<file path="src/rtl/serial_diff_collector.sv">
// serial_diff_collector
// Reassembles an LSB-first serial difference stream into a parallel word and
// presents it, with borrow and zero flags, on a one-deep valid/ready register.
// A new frame can be shifted in while the previous word waits for the consumer.

module serial_diff_collector #(
    parameter int WIDTH = 8
) (
    input  logic             clk,
    input  logic             rst,
    input  logic             frame_start,
    input  logic             bit_in,
    input  logic             bit_valid,
    input  logic             borrow_in,
    output logic [WIDTH-1:0] out_data,
    output logic             out_borrow,
    output logic             out_zero,
    output logic             out_valid,
    input  logic             out_ready,
    output logic             busy,
    output logic             overrun
);

    typedef enum logic {
        IDLE  = 1'b0,
        SHIFT = 1'b1
    } state_t;

    localparam int CW = $clog2(WIDTH + 1);

    state_t           state;
    logic [CW-1:0]    count;
    logic [WIDTH-1:0] sr;

    logic [WIDTH-1:0] shifted;
    logic             last_bit;
    logic             slot_free;

    // Word as it will look once the current bit has been shifted in at the top.
    assign shifted = {bit_in, sr[WIDTH-1:1]};

    // The frame completes on the WIDTH-th accepted bit; a restart in the same
    // cycle always wins because it turns that bit into bit 0 of a new frame.
    assign last_bit = (state == SHIFT) && !frame_start && bit_valid &&
                      (count == CW'(WIDTH - 1));

    // The output register can take a new word if empty or being emptied now.
    assign slot_free = !out_valid || out_ready;

    assign busy = (state == SHIFT);

    // Frame collection: state, bit counter and shift register.
    always_ff @(posedge clk or posedge rst) begin
        if (rst) begin
            state <= IDLE;
            count <= '0;
            sr    <= '0;
        end else if (frame_start) begin
            state <= SHIFT;
            if (bit_valid) begin
                sr    <= shifted;
                count <= CW'(1);
            end else begin
                count <= '0;
            end
        end else if (state == SHIFT && bit_valid) begin
            sr <= shifted;
            if (last_bit) begin
                state <= IDLE;
                count <= '0;
            end else begin
                count <= count + CW'(1);
            end
        end
    end

    // Output register: load a finished word, retire an accepted one, or flag a drop.
    always_ff @(posedge clk or posedge rst) begin
        if (rst) begin
            out_data   <= '0;
            out_borrow <= 1'b0;
            out_zero   <= 1'b0;
            out_valid  <= 1'b0;
            overrun    <= 1'b0;
        end else begin
            overrun <= 1'b0;
            if (last_bit && slot_free) begin
                out_data   <= shifted;
                out_borrow <= borrow_in;
                out_zero   <= (shifted == '0);
                out_valid  <= 1'b1;
            end else begin
                if (last_bit) begin
                    overrun <= 1'b1;
                end
                if (out_valid && out_ready) begin
                    out_valid <= 1'b0;
                end
            end
        end
    end

endmodule

</file>
<file path="config.mk">
export PLATFORM = sky130hd
export DESIGN_NAME = serial_diff_collector
export DESIGN_NICKNAME = d
export VERILOG_FILES = /design/src/rtl/serial_diff_collector.sv
export SDC_FILE = /design/constraint.sdc
export NUM_CORES = 1
export LEC_CHECK = 0
export BUFFER_PORTS_ARGS = -buffer_cell sky130_fd_sc_hd__buf_2
export CAP_MARGIN = 10
export CELL_PAD_IN_SITES_DETAIL_PLACEMENT = 2
export CELL_PAD_IN_SITES_GLOBAL_PLACEMENT = 2
export CORE_MARGIN = 3
export CORE_UTILIZATION = 35
export CTS_CLUSTER_DIAMETER = 120
export DETAILED_ROUTE_END_ITERATION = 12
export GPL_ROUTABILITY_DRIVEN = 0
export PLACE_DENSITY = 0.75
export SYNTH_ARGS = -nofsm -noshare
export SYNTH_HDL_FRONTEND = slang
export SYNTH_SLANG_ARGS = --single-unit
</file>
<file path="constraint.sdc">
create_clock -name clk -period 2.4 [get_ports clk]
set_input_delay 0.48 -clock clk [delete_from_list [all_inputs] [get_ports clk]]
set_output_delay 0.48 -clock clk [all_outputs]
set_load 0.1 [all_outputs]
</file>
## Word level (Yosys, flattened, before mapping)

Index checks and enable logic that the tools add are counted.

- Logic and storage cells: 40
- Bits in registers: 25

- Muxes and demuxes: 14
- Reductions and logical operators: 15
- Add/subtract/negate cells: 1
- Equality and inequality tests: 2

Operators with widths:

| kind | number |
|---|---|
| 8-bit 2-to-1 mux | 3 |
| 4-bit 2-to-1 mux | 3 |
| 8-bit zero test | 1 |
| 1-bit 2-to-1 mux | 8 |
| 1-bit logical AND | 6 |
| 2-bit nonzero test | 3 |
| 4-bit by 1-bit adder with 4-bit output, second input constant | 1 |
| 4-bit by 3-bit equality test with 1-bit output, second input constant | 1 |
| 2-bit AND reduction | 2 |
| 1-bit zero test | 2 |
| 2-bit by 1-bit inequality test with 1-bit output, second input constant | 1 |
| 1-bit logical OR | 1 |

## Depth between registers and ports, before layout

Gate-level depths: netlist (run 1).

- Depth in word-level cells: 7
- Gate-level depth with buffers: 5
- Depth with buffers taken out: 4

## Worst setup path after synthesis (run 1)

Ideal clock, no wire load.

- Path kind: reg2reg
- Start point: register state (netlist: busy)
- End point: register out_borrow
- Cell stages (with the launch flop): 6
- Arrival: 2.195 ns
- Path buffers: 2
- Path slack: 0.080 ns
- Cell sequence: dfrtp_1 > buf_2 > nand2_2 > or4b_1 > buf_6 > mux2_4

- Word-level cells in the longest chain between the ends: 4

RTL lines:

| what | RTL line | source |
|---|---|---|
| start: declaration | 31 | `state_t state;` |
| start signal: assignment | 55 | `state <= IDLE;` |
| start signal: assignment | 59 | `state <= SHIFT;` |
| start signal: assignment | 69 | `state <= IDLE;` |
| 1-bit logical AND (3 in a row) | 44 | `assign last_bit = (state == SHIFT) && !frame_start && bit_valid &&` |
| 1-bit logical AND | 87 | `if (last_bit && slot_free) begin` |
| end signal: assignment | 89 | `out_borrow <= borrow_in;` |
| end: declaration | 16 | `output logic out_borrow,` |

No other way between the ends.
A chain may end at the register's enable or synchronous reset.

## Final worst setup path (run 1)

- Start point: register count[0]
- End point: register out_data[2]

- Word-level cells in the longest chain between the ends: 3

RTL lines:

| what | RTL line | source |
|---|---|---|
| start: declaration | 32 | `logic [CW-1:0] count;` |
| start signal: assignment | 72 | `count <= count + CW'(1);` |
| 4-bit by 3-bit equality test with 1-bit output | 45 | `(count == CW'(WIDTH - 1));` |
| 1-bit logical AND | 44 |  |
| 1-bit logical AND | 87 |  |
| end signal: assignment | 88 | `out_data <= shifted;` |
| end: declaration | 15 | `output logic [WIDTH-1:0] out_data,` |

No other way between the ends.

==> flow_summary.toml, run 1 <==
[run_status]
run_status = "finished clean"

[clocking]
cts_buffers = 3
cts_setup_buffers = 0
clk_path_buf_depth = 2
clock-sinks = 24
tritoncts = "built"
postCtsHoldBufs = 0
ctsResizeCount = 0
clk_pin_slew_ns = 0.12
h-tree-depth = 1
cts_root_buf = "clkbuf_4"
insertion_delay_ns = 0.30

[synthesis]
ys_ff_latch = 24
syn_nets = 83
ys_seq_area_share_pct = 58.5
yosysWarnings = 0
yosys.area.top_type = "dfrtp_1"
yosysTopAreaCellShare_pct = 58.5
syn_avg_cell_area_um2 = 13.7
yosysUniqueCellTypes = 26
synth_cells = 75
syn_area_mm2 = 0.00103
synthTopCellsByArea = "dfrtp_1 59%, mux2_4 13%, mux2_2 7.7%"

[timing]
skew_ns = 0.00530
hold_viol = 0
fin_crit_sh_pct = 88.1
drv_slew = 0
clock.fmax_mhz = 473
fin_crit_ns = 2.12
setup_viol = 0
finalSetupTns_ns = 0
timing.slew.headroom_pct = 51.9
worst_pin_slew_ns = 0.716
rsz0062_at_grt = "false"

[layout]
multi_input_area_um2 = 389
nFillCells = 293
drive_gt1_share_pct = 42.6
seq_area_um2 = 601
num_antenna_cells = 0
syn2layout_area_growth_pct = 13.5
nets = 104
final_common_cell = "dfrtp_1"
final_cell_mix = "24 x dfrtp_1, 19 x buf_2, 9 x mux2_4"

[detailed_routing]
vias_per_cell = 5.21
drt_iter0_drc = 14
ant_nets = 0
wl_um = 1970
drt_pass1_iterations = 4
route.vias.total = 651
drt_drc_violations_left = 0
wire_per_inst_um = 15.8

[global_routing]
antenna_found_initial = 0
overflow = 0
grt_pass1_vias = 741
grt_max_degree = 25
grt_util_all_layers_pct = 12.7
grt_pass1_wl_um = 3380

[floorplan]
pin_count = 20
die_w_um = 60.1
rows = 19
initial_utilization_pct = 36.9
fp.dieH_um = 60.1
core_area_mm2 = 0.00278
die_area_mm2 = 0.00362

[setup_path]
crit_type = "flip-flop to flip-flop"
worstPathRequired_ns = 2.59
worstPathMaxFanout = 10
crit_path_start_kind = "flip-flop"
crit_arrival_ns = 2.31
cp-end-kind = "flip-flop"

[power]
clkPwrFrac_pct = 21.1
pwr-share-comb_pct = 18.0
p_sw_share_pct = 29.9
power.leakage_nw = 0.606
peakVddDrop_uv = 370
p_int_mw = 0.557
p_total_mw = 0.796
power_frac_seq_pct = 60.9
power_density_mw_per_mm2 = 683
netSwitchingPower_mw = 0.238

[placement]
io_buffers = 19
hpwl_um = 1460

[flow_run]
maxCapViolations = 0

[worst_hold_path]
hold_path.class = "primary input to async pin"
-- state kept, by name (all words and copies together) (netlist names) --
signal and flops:
out_data 8, sr 7, count 4, busy 1, out_borrow 1, out_valid 1
out_zero 1, overrun 1
-- synth_stat cells --
library cell / count
or3_1: 1
inv_1: 3
nand2b_1: 1
nor2_1: 2
or4_1: 1
clkbuf_1: 1
nand3_1: 3
o21ai_1: 1
nand2_1: 4
mux2i_1: 1
nand4b_1: 1
xor2_1: 1
o21ai_0: 1
nand4_1: 1
o21a_1: 1
a21oi_1: 2
nand2_2: 1
or4b_1: 1
nand3b_1: 2
nor4_1: 2
mux2_4: 9
dfrtp_1: 24
buf_6: 1
mux2_2: 7
buf_2: 2
ha_1: 1
-- critical path, cell delays in order, from the launching register on --
cell,delay (ns)
dfrtp_1,0.41
ha_1,0.21
nand3b_1,0.14
or4b_1,0.85
mux2_4,0.41
-- final timing paths --
path / start / end / slack [ns] / cells past startpoint
max in group asynchronous: rst / out_data[0] / 1.96 / 3
hold reg to reg: out_data[0] / out_data[0] / 0.52 / 1
min in group clk: borrow_in / out_borrow / 0.41 / 2
setup reg to reg: count[0] / out_data[2] / 0.28 / 4
hold / removal: rst / count[0] / 0.21 / 3
setup / recovery: count[0] / out_data[2] / 0.28 / 4
-- logic make-up (layout without fill, tap and decap cells) --
logic type / after synthesis / in the layout / synth area share [%]
fa+ha+maj: 1 / 1 / 1.22
simple gates: 20 / 20 / 11.3
flops: 24 / 24 / 58.5
compound gates: 5 / 5 / 2.68
buf+inv: 7 / 26 / 3.54
mux: 17 / 17 / 21.8
xor+xnor: 1 / 1 / 0.854
-- cell type report --
type	count	share of cell area, %
well taps	31	3.33
clock buffers	3	1.93
inverters	3	0.967
flip-flops and latches	24	51.6
repair buffers	20	8.81
multi-input cells	44	33.4
-- through the flow --
stage                     setup WS [ns]  cells  instance area (µm²)  hold WS, ns  utilization, %
after floorplan                  0.0795     75                 1030        0.495               -
after global placement            0.348    122                 1140        0.492            41.1
after detailed placement          0.294    122                 1140        0.491            41.1
after CTS                         0.264    125                 1160        0.207            41.9
after global routing              0.179    125                 1160        0.204            41.9
final                             0.285    125                 1160        0.209            41.9
-- per-layer routing --
| metal | track usage [%] | vias to the layer above | part of all wire (%) |
|---|---|---|---|
| met2 | 23.5 | 12 | 49 |
| li1 | - | 305 | - |
| met5 | 0 | - | 0 |
| met4 | 3.80 | 0 | 0.86 |
| met3 | 2.81 | 2 | 3.8 |
| met1 | 14.3 | 332 | 46 |
-- power by group through the flow --
stage	sequential [mW]	clock, mW	combinational, mW
global route	0.492	0.203	0.155
CTS	0.485	0.180	0.147
global placement	0.489	0	0.141
finish	0.484	0.168	0.144
floorplan	0.534	0	0.0665
detailed placement	0.493	0	0.146
Power figures use the tool's default switching activity.
==> run 2: changes to the inputs <==
--- a/config.mk
+++ b/config.mk
@@ -15,6 +15,7 @@
 export DETAILED_ROUTE_END_ITERATION = 12
 export GPL_ROUTABILITY_DRIVEN = 0
 export PLACE_DENSITY = 0.75
+export SETUP_SLACK_MARGIN = 0.3
 export SYNTH_ARGS = -nofsm -noshare
 export SYNTH_HDL_FRONTEND = slang
 export SYNTH_SLANG_ARGS = --single-unit
==> flow_summary.toml, run 2 (synthesis results as in run 1) <==
[timing]
finalSetupTns_ns = 0
setup_viol = 0
worst_pin_slew_ns = 0.603
drv_slew = 0
clock.fmax_mhz = 541
timing.slew.headroom_pct = 59.6
fin_crit_sh_pct = 77.0
rsz0062_at_grt = "false"
hold_viol = 0
skew_ns = 0.00997
fin_crit_ns = 1.85

[flow_run]
maxCapViolations = 0

[detailed_routing]
route.vias.total = 633
vias_per_cell = 5.02
drt_drc_violations_left = 0
drt_pass1_iterations = 2
wl_um = 1970
ant_nets = 0
wire_per_inst_um = 15.7
drt_iter0_drc = 6

[setup_path]
path_cells = "ha_1, nand3b_1, or4b_4, mux2_4"
crit_type = "flip-flop to flip-flop"
cp_slowest_cell = "or4b_4"
worst-r2r-setup-slack_ns = 0.55
worstPathMaxFanout = 10
crit_path_start_kind = "flip-flop"
cp-end-kind = "flip-flop"
cpPeakStageDelay_ns = 0.67
worstPathRequired_ns = 2.60
crit_arrival_ns = 2.04

[placement]
io_buffers = 19
hpwl_um = 1480

[clocking]
clock-sinks = 24
tritoncts = "built"
h-tree-depth = 1
postCtsHoldBufs = 0
cts_buffers = 3
clk_path_buf_depth = 2
clk_pin_slew_ns = 0.13
cts_root_buf = "clkbuf_4"
cts_setup_buffers = 0
insertion_delay_ns = 0.30
ctsResizeCount = 0

[layout]
reg_top3 = "out_data (8), sr (7), count (4)"
seq_area_um2 = 602
num_antenna_cells = 0
drive_gt1_share_pct = 44.2
final_cell_mix = "23 x dfrtp_1, 19 x buf_2, 9 x mux2_4"
multi_input_area_um2 = 393
nFillCells = 294
syn2layout_area_growth_pct = 14.4
final_common_cell = "dfrtp_1"
regMostFlops = "out_data"
largest_register_ffs = 8
nets = 104

[power]
power_density_mw_per_mm2 = 689
peakVddDrop_uv = 281
p_total_mw = 0.809
power.leakage_nw = 0.609

[run_status]
run_status = "finished clean"

[global_routing]
overflow = 0
grt_util_all_layers_pct = 12.6
grt_max_degree = 25
antenna_found_initial = 0
grt_pass1_wl_um = 3370
grt_pass1_vias = 677

[floorplan]
die_w_um = 60.1
pin_count = 20
initial_utilization_pct = 36.9
fp.dieH_um = 60.1
die_area_mm2 = 0.00362
core_area_mm2 = 0.00278
rows = 19

[worst_hold_path]
hold_path.class = "primary input to async pin"
-- run 2: changes by cell type in the layout (fill, tap and decap cells not counted), sizes merged --
cell    previous run  this run
clkbuf             3         4
-- run 2: area by class of cell --
type / count / share of cell area (%)
Sequential cell: 24 / 51.3
Multi-Input combinational cell: 44 / 33.5
Timing Repair Buffer: 20 / 8.74
Tap cell: 31 / 3.30
Clock buffer: 4 / 2.24
Inverter: 3 / 0.959
-- run 2: metal layers --
metal  up-vias  wire length [µm]  track usage, %
met1       315               898            16.8
met2        15               963            20.4
met4         0                17            3.80
met3         2                95            2.81
met5         -                 0               0
li1        301                 -               -
-- run 2: path summary, 6_finish.rpt --
| kind | depth (start not counted) | start | to |
|---|---|---|---|
| worst max register to register | 4 | count[0] | out_data[3] |
| worst max-delay path | 4 | count[0] | out_data[3] |
| min in group clk | 2 | borrow_in | out_borrow |
| max in group asynchronous | 3 | rst | busy |
| worst min-delay path | 3 | rst | out_valid |
| worst min register to register | 1 | out_data[3] | out_data[3] |
-- run 2: stage by stage --
step	instance area [µm²]	instances	utilization (%)	hold WS, ns	worst slack (ns)
2_1_floorplan	1030	75	-	0.495	0.368
3_3_place_gp	1140	122	41.1	0.493	0.367
3_5_place_dp	1140	122	41.1	0.493	0.313
4_1_cts	1170	126	42.1	0.195	0.309
5_1_grt	1170	126	42.2	0.205	0.456
6_report	1170	126	42.2	0.190	0.552
-- run 2: power by group --
part | leakage (nW) | internal (mW) | switching [mW]
Combinational | 0.288 | 0.0528 | 0.0910
Sequential | 0.306 | 0.446 | 0.0392
Clock | 0.0150 | 0.0646 | 0.115
Total | 0.609 | 0.564 | 0.245
-- run 2: worst max-delay path, delay by kind of cell, from the launching register on --
family | cells | cell delay (ns)
adder cells (fa/ha/maj) | 1 | 0.21
flip-flops | 1 | 0.40
multiplexers | 1 | 0.33
AND/OR/NAND/NOR | 2 | 0.80
==> run 3: changes to the inputs <==
--- a/config.mk
+++ b/config.mk
@@ -5,12 +5,13 @@
 export SDC_FILE = /design/constraint.sdc
 export NUM_CORES = 1
 export LEC_CHECK = 0
+export ABC_AREA = 1
 export BUFFER_PORTS_ARGS = -buffer_cell sky130_fd_sc_hd__buf_2
 export CAP_MARGIN = 10
 export CELL_PAD_IN_SITES_DETAIL_PLACEMENT = 2
 export CELL_PAD_IN_SITES_GLOBAL_PLACEMENT = 2
 export CORE_MARGIN = 3
-export CORE_UTILIZATION = 35
+export CORE_UTILIZATION = 31
 export CTS_CLUSTER_DIAMETER = 120
 export DETAILED_ROUTE_END_ITERATION = 12
 export GPL_ROUTABILITY_DRIVEN = 0
==> constraint.sdc (replaced) <==
create_clock -name clk -period 1.8 [get_ports clk]
set_input_delay 0.36 -clock clk [delete_from_list [all_inputs] [get_ports clk]]
set_output_delay 0.36 -clock clk [all_outputs]
set_load 0.1 [all_outputs]
==> flow_summary.toml, run 3 <==
[setup_path]
cpLargestDelayFamily = "buffers and inverters"
cp.depth = 1
worstPathMaxFanout = 1
r2r_cells = 6
path_cells = "buf_2"
crit_path_start_kind = "flip-flop"
r2r-end = "out_data[0]"
cpPeakStageDelay_ns = 0.41
startpoint = "overrun"
worstPathRequired_ns = 1.44
rr_startpoint = "count[0]"
worst-r2r-setup-slack_ns = 0.42
crit_arrival_ns = 1.08
crit_type = "flip-flop to output port"
cp_slowest_cell = "buf_2"
crit_path_end = "overrun"
worst-path-buf-inv = 1
cp-end-kind = "output port"

[layout]
nets = 153
reg_top3 = "out_data (8), sr (7), count (4)"
num_antenna_cells = 0
postLayoutCellArea_mm2 = 0.00129
drive_gt1_share_pct = 23.6
regMostFlops = "out_data"
final_common_cell = "nand2_1"
syn2layout_area_growth_pct = 22.7
post-route-util_pct = 41.0
final_cell_mix = "42 x nand2_1, 22 x dfrtp_1, 16 x nand3_1"
largest_register_ffs = 8

[detailed_routing]
vias_per_cell = 4.77
wire_per_inst_um = 14.1
drt_iter0_drc = 36
ant_nets = 0
drt_pass1_iterations = 4
wl_um = 2660
route.vias.total = 897
drt_drc_violations_left = 0

[floorplan]
rows = 20
initial_utilization_pct = 33.4
fp.dieH_um = 64.3
die_w_um = 64.3
pin_count = 20
core_area_mm2 = 0.00315
die_area_mm2 = 0.00413

[global_routing]
antenna_found_initial = 0
overflow = 0
grt_pass1_wl_um = 4530
grt_util_all_layers_pct = 14.2
grt_max_degree = 25
grt_pass1_vias = 956

[clocking]
clk_path_buf_depth = 2
ctsResizeCount = 7
cts_setup_buffers = 0
cts_root_buf = "clkbuf_4"
clk_pin_slew_ns = 0.14
cts_buffers = 3
clock-sinks = 24
tritoncts = "built"
insertion_delay_ns = 0.32
h-tree-depth = 1
postCtsHoldBufs = 0

[synthesis]
yosysTopAreaCellShare_pct = 57.0
yosysMostFrequentCell = "nand2_1"
synthTopCellsByCount = "42 x nand2_1, 24 x dfrtp_1, 16 x nand3_1"
async_reset_ff_share_pct = 100
yosys.area.top_type = "dfrtp_1"
dominantRegCellSynth = "dfrtp_1"
yosysUniqueCellTypes = 17
ys_ff_latch = 24
syn_nets = 130
syn_area_mm2 = 0.00105
yosysWarnings = 0
synth-edff-count = 0
synth_cells = 122
synthTopCellsByArea = "dfrtp_1 57%, nand2_1 15%, nand3_1 7.6%"
ys_seq_area_share_pct = 57.0
syn_avg_cell_area_um2 = 8.64

[placement]
hpwl_um = 1950
io_buffers = 19
placed_area_mm2 = 0.00120

[power]
p_int_mw = 0.855
peakVddDrop_uv = 262
power_density_mw_per_mm2 = 930
p_total_mw = 1.20
clkPwrFrac_pct = 33.3
netSwitchingPower_mw = 0.347
power.leakage_nw = 0.681
p_sw_share_pct = 28.8
pwr-share-comb_pct = 15.4
power_frac_seq_pct = 51.3

[timing]
clock.fmax_mhz = 694
drv_slew = 0
fin_crit_ns = 1.44
timing.slew.headroom_pct = 68.0
rsz0062_at_grt = "false"
worst_pin_slew_ns = 0.483
whs_ns = 0.0646
hold_viol = 0
setup_viol = 0
skew_ns = 0.00326
finalSetupTns_ns = 0
fin_crit_sh_pct = 80.1

[run_status]
run_status = "finished clean"

[worst_hold_path]
hold_path.class = "primary input to async pin"

[flow_run]
maxCapViolations = 0
[run 3: area by class of cell]
cell class | count | area [µm²]
fillers | 376 | 1860
flip-flops and latches | 24 | 603
multi-input cells | 85 | 404
repair buffers | 21 | 140
well taps | 44 | 55.1
inverters | 10 | 37.5
clock inverters | 1 | 30.0
clock buffers | 3 | 22.5
[run 3: worst min-delay path by stage]
stage,to,slack [ns],depth (start not counted),startpoint
CTS,out_data[6],0.08,3,rst
global route,out_data[6],0.09,3,rst
global placement,overrun,0.42,3,rst
floorplan,count[0],0.37,1,rst
finish,count[3],0.06,3,rst
detailed placement,count[3],0.45,3,rst
[run 3: power by group through the flow]
stage | clock, mW | sequential, mW | combinational [mW]
after floorplan | 0 | 0.675 | 0.0842
after global placement | 0 | 0.625 | 0.175
after detailed placement | 0 | 0.628 | 0.181
after CTS | 0.413 | 0.617 | 0.186
after global routing | 0.435 | 0.625 | 0.207
final | 0.400 | 0.617 | 0.185
[run 3: cells by family after synthesis]
kind of cell | Yosys count | synth area share [%]
DFF | 24 | 57.0
buffers and inverters | 13 | 5.82
and+or+nand+nor | 76 | 30.6
xor gates and xnor gates | 1 | 0.832
adders and majority gates | 1 | 1.19
AOI/OAI and AO/OA | 7 | 4.51
[run 3: stage by stage]
step | setup WS (ns) | std cells
after floorplan | 0.409 | 122
after global routing | 0.327 | 188
after detailed placement | 0.374 | 184
after global placement | 0.458 | 184
final | 0.359 | 188
after CTS | 0.301 | 188
[run 3: per-layer routing]
metal  track usage [%]  vias up  wire, µm
met5                 0        -         0
met4              5.54        0        18
met3              2.81        2       111
met2              23.3       20      1240
met1              18.2      443      1280
li1                  -      432         -
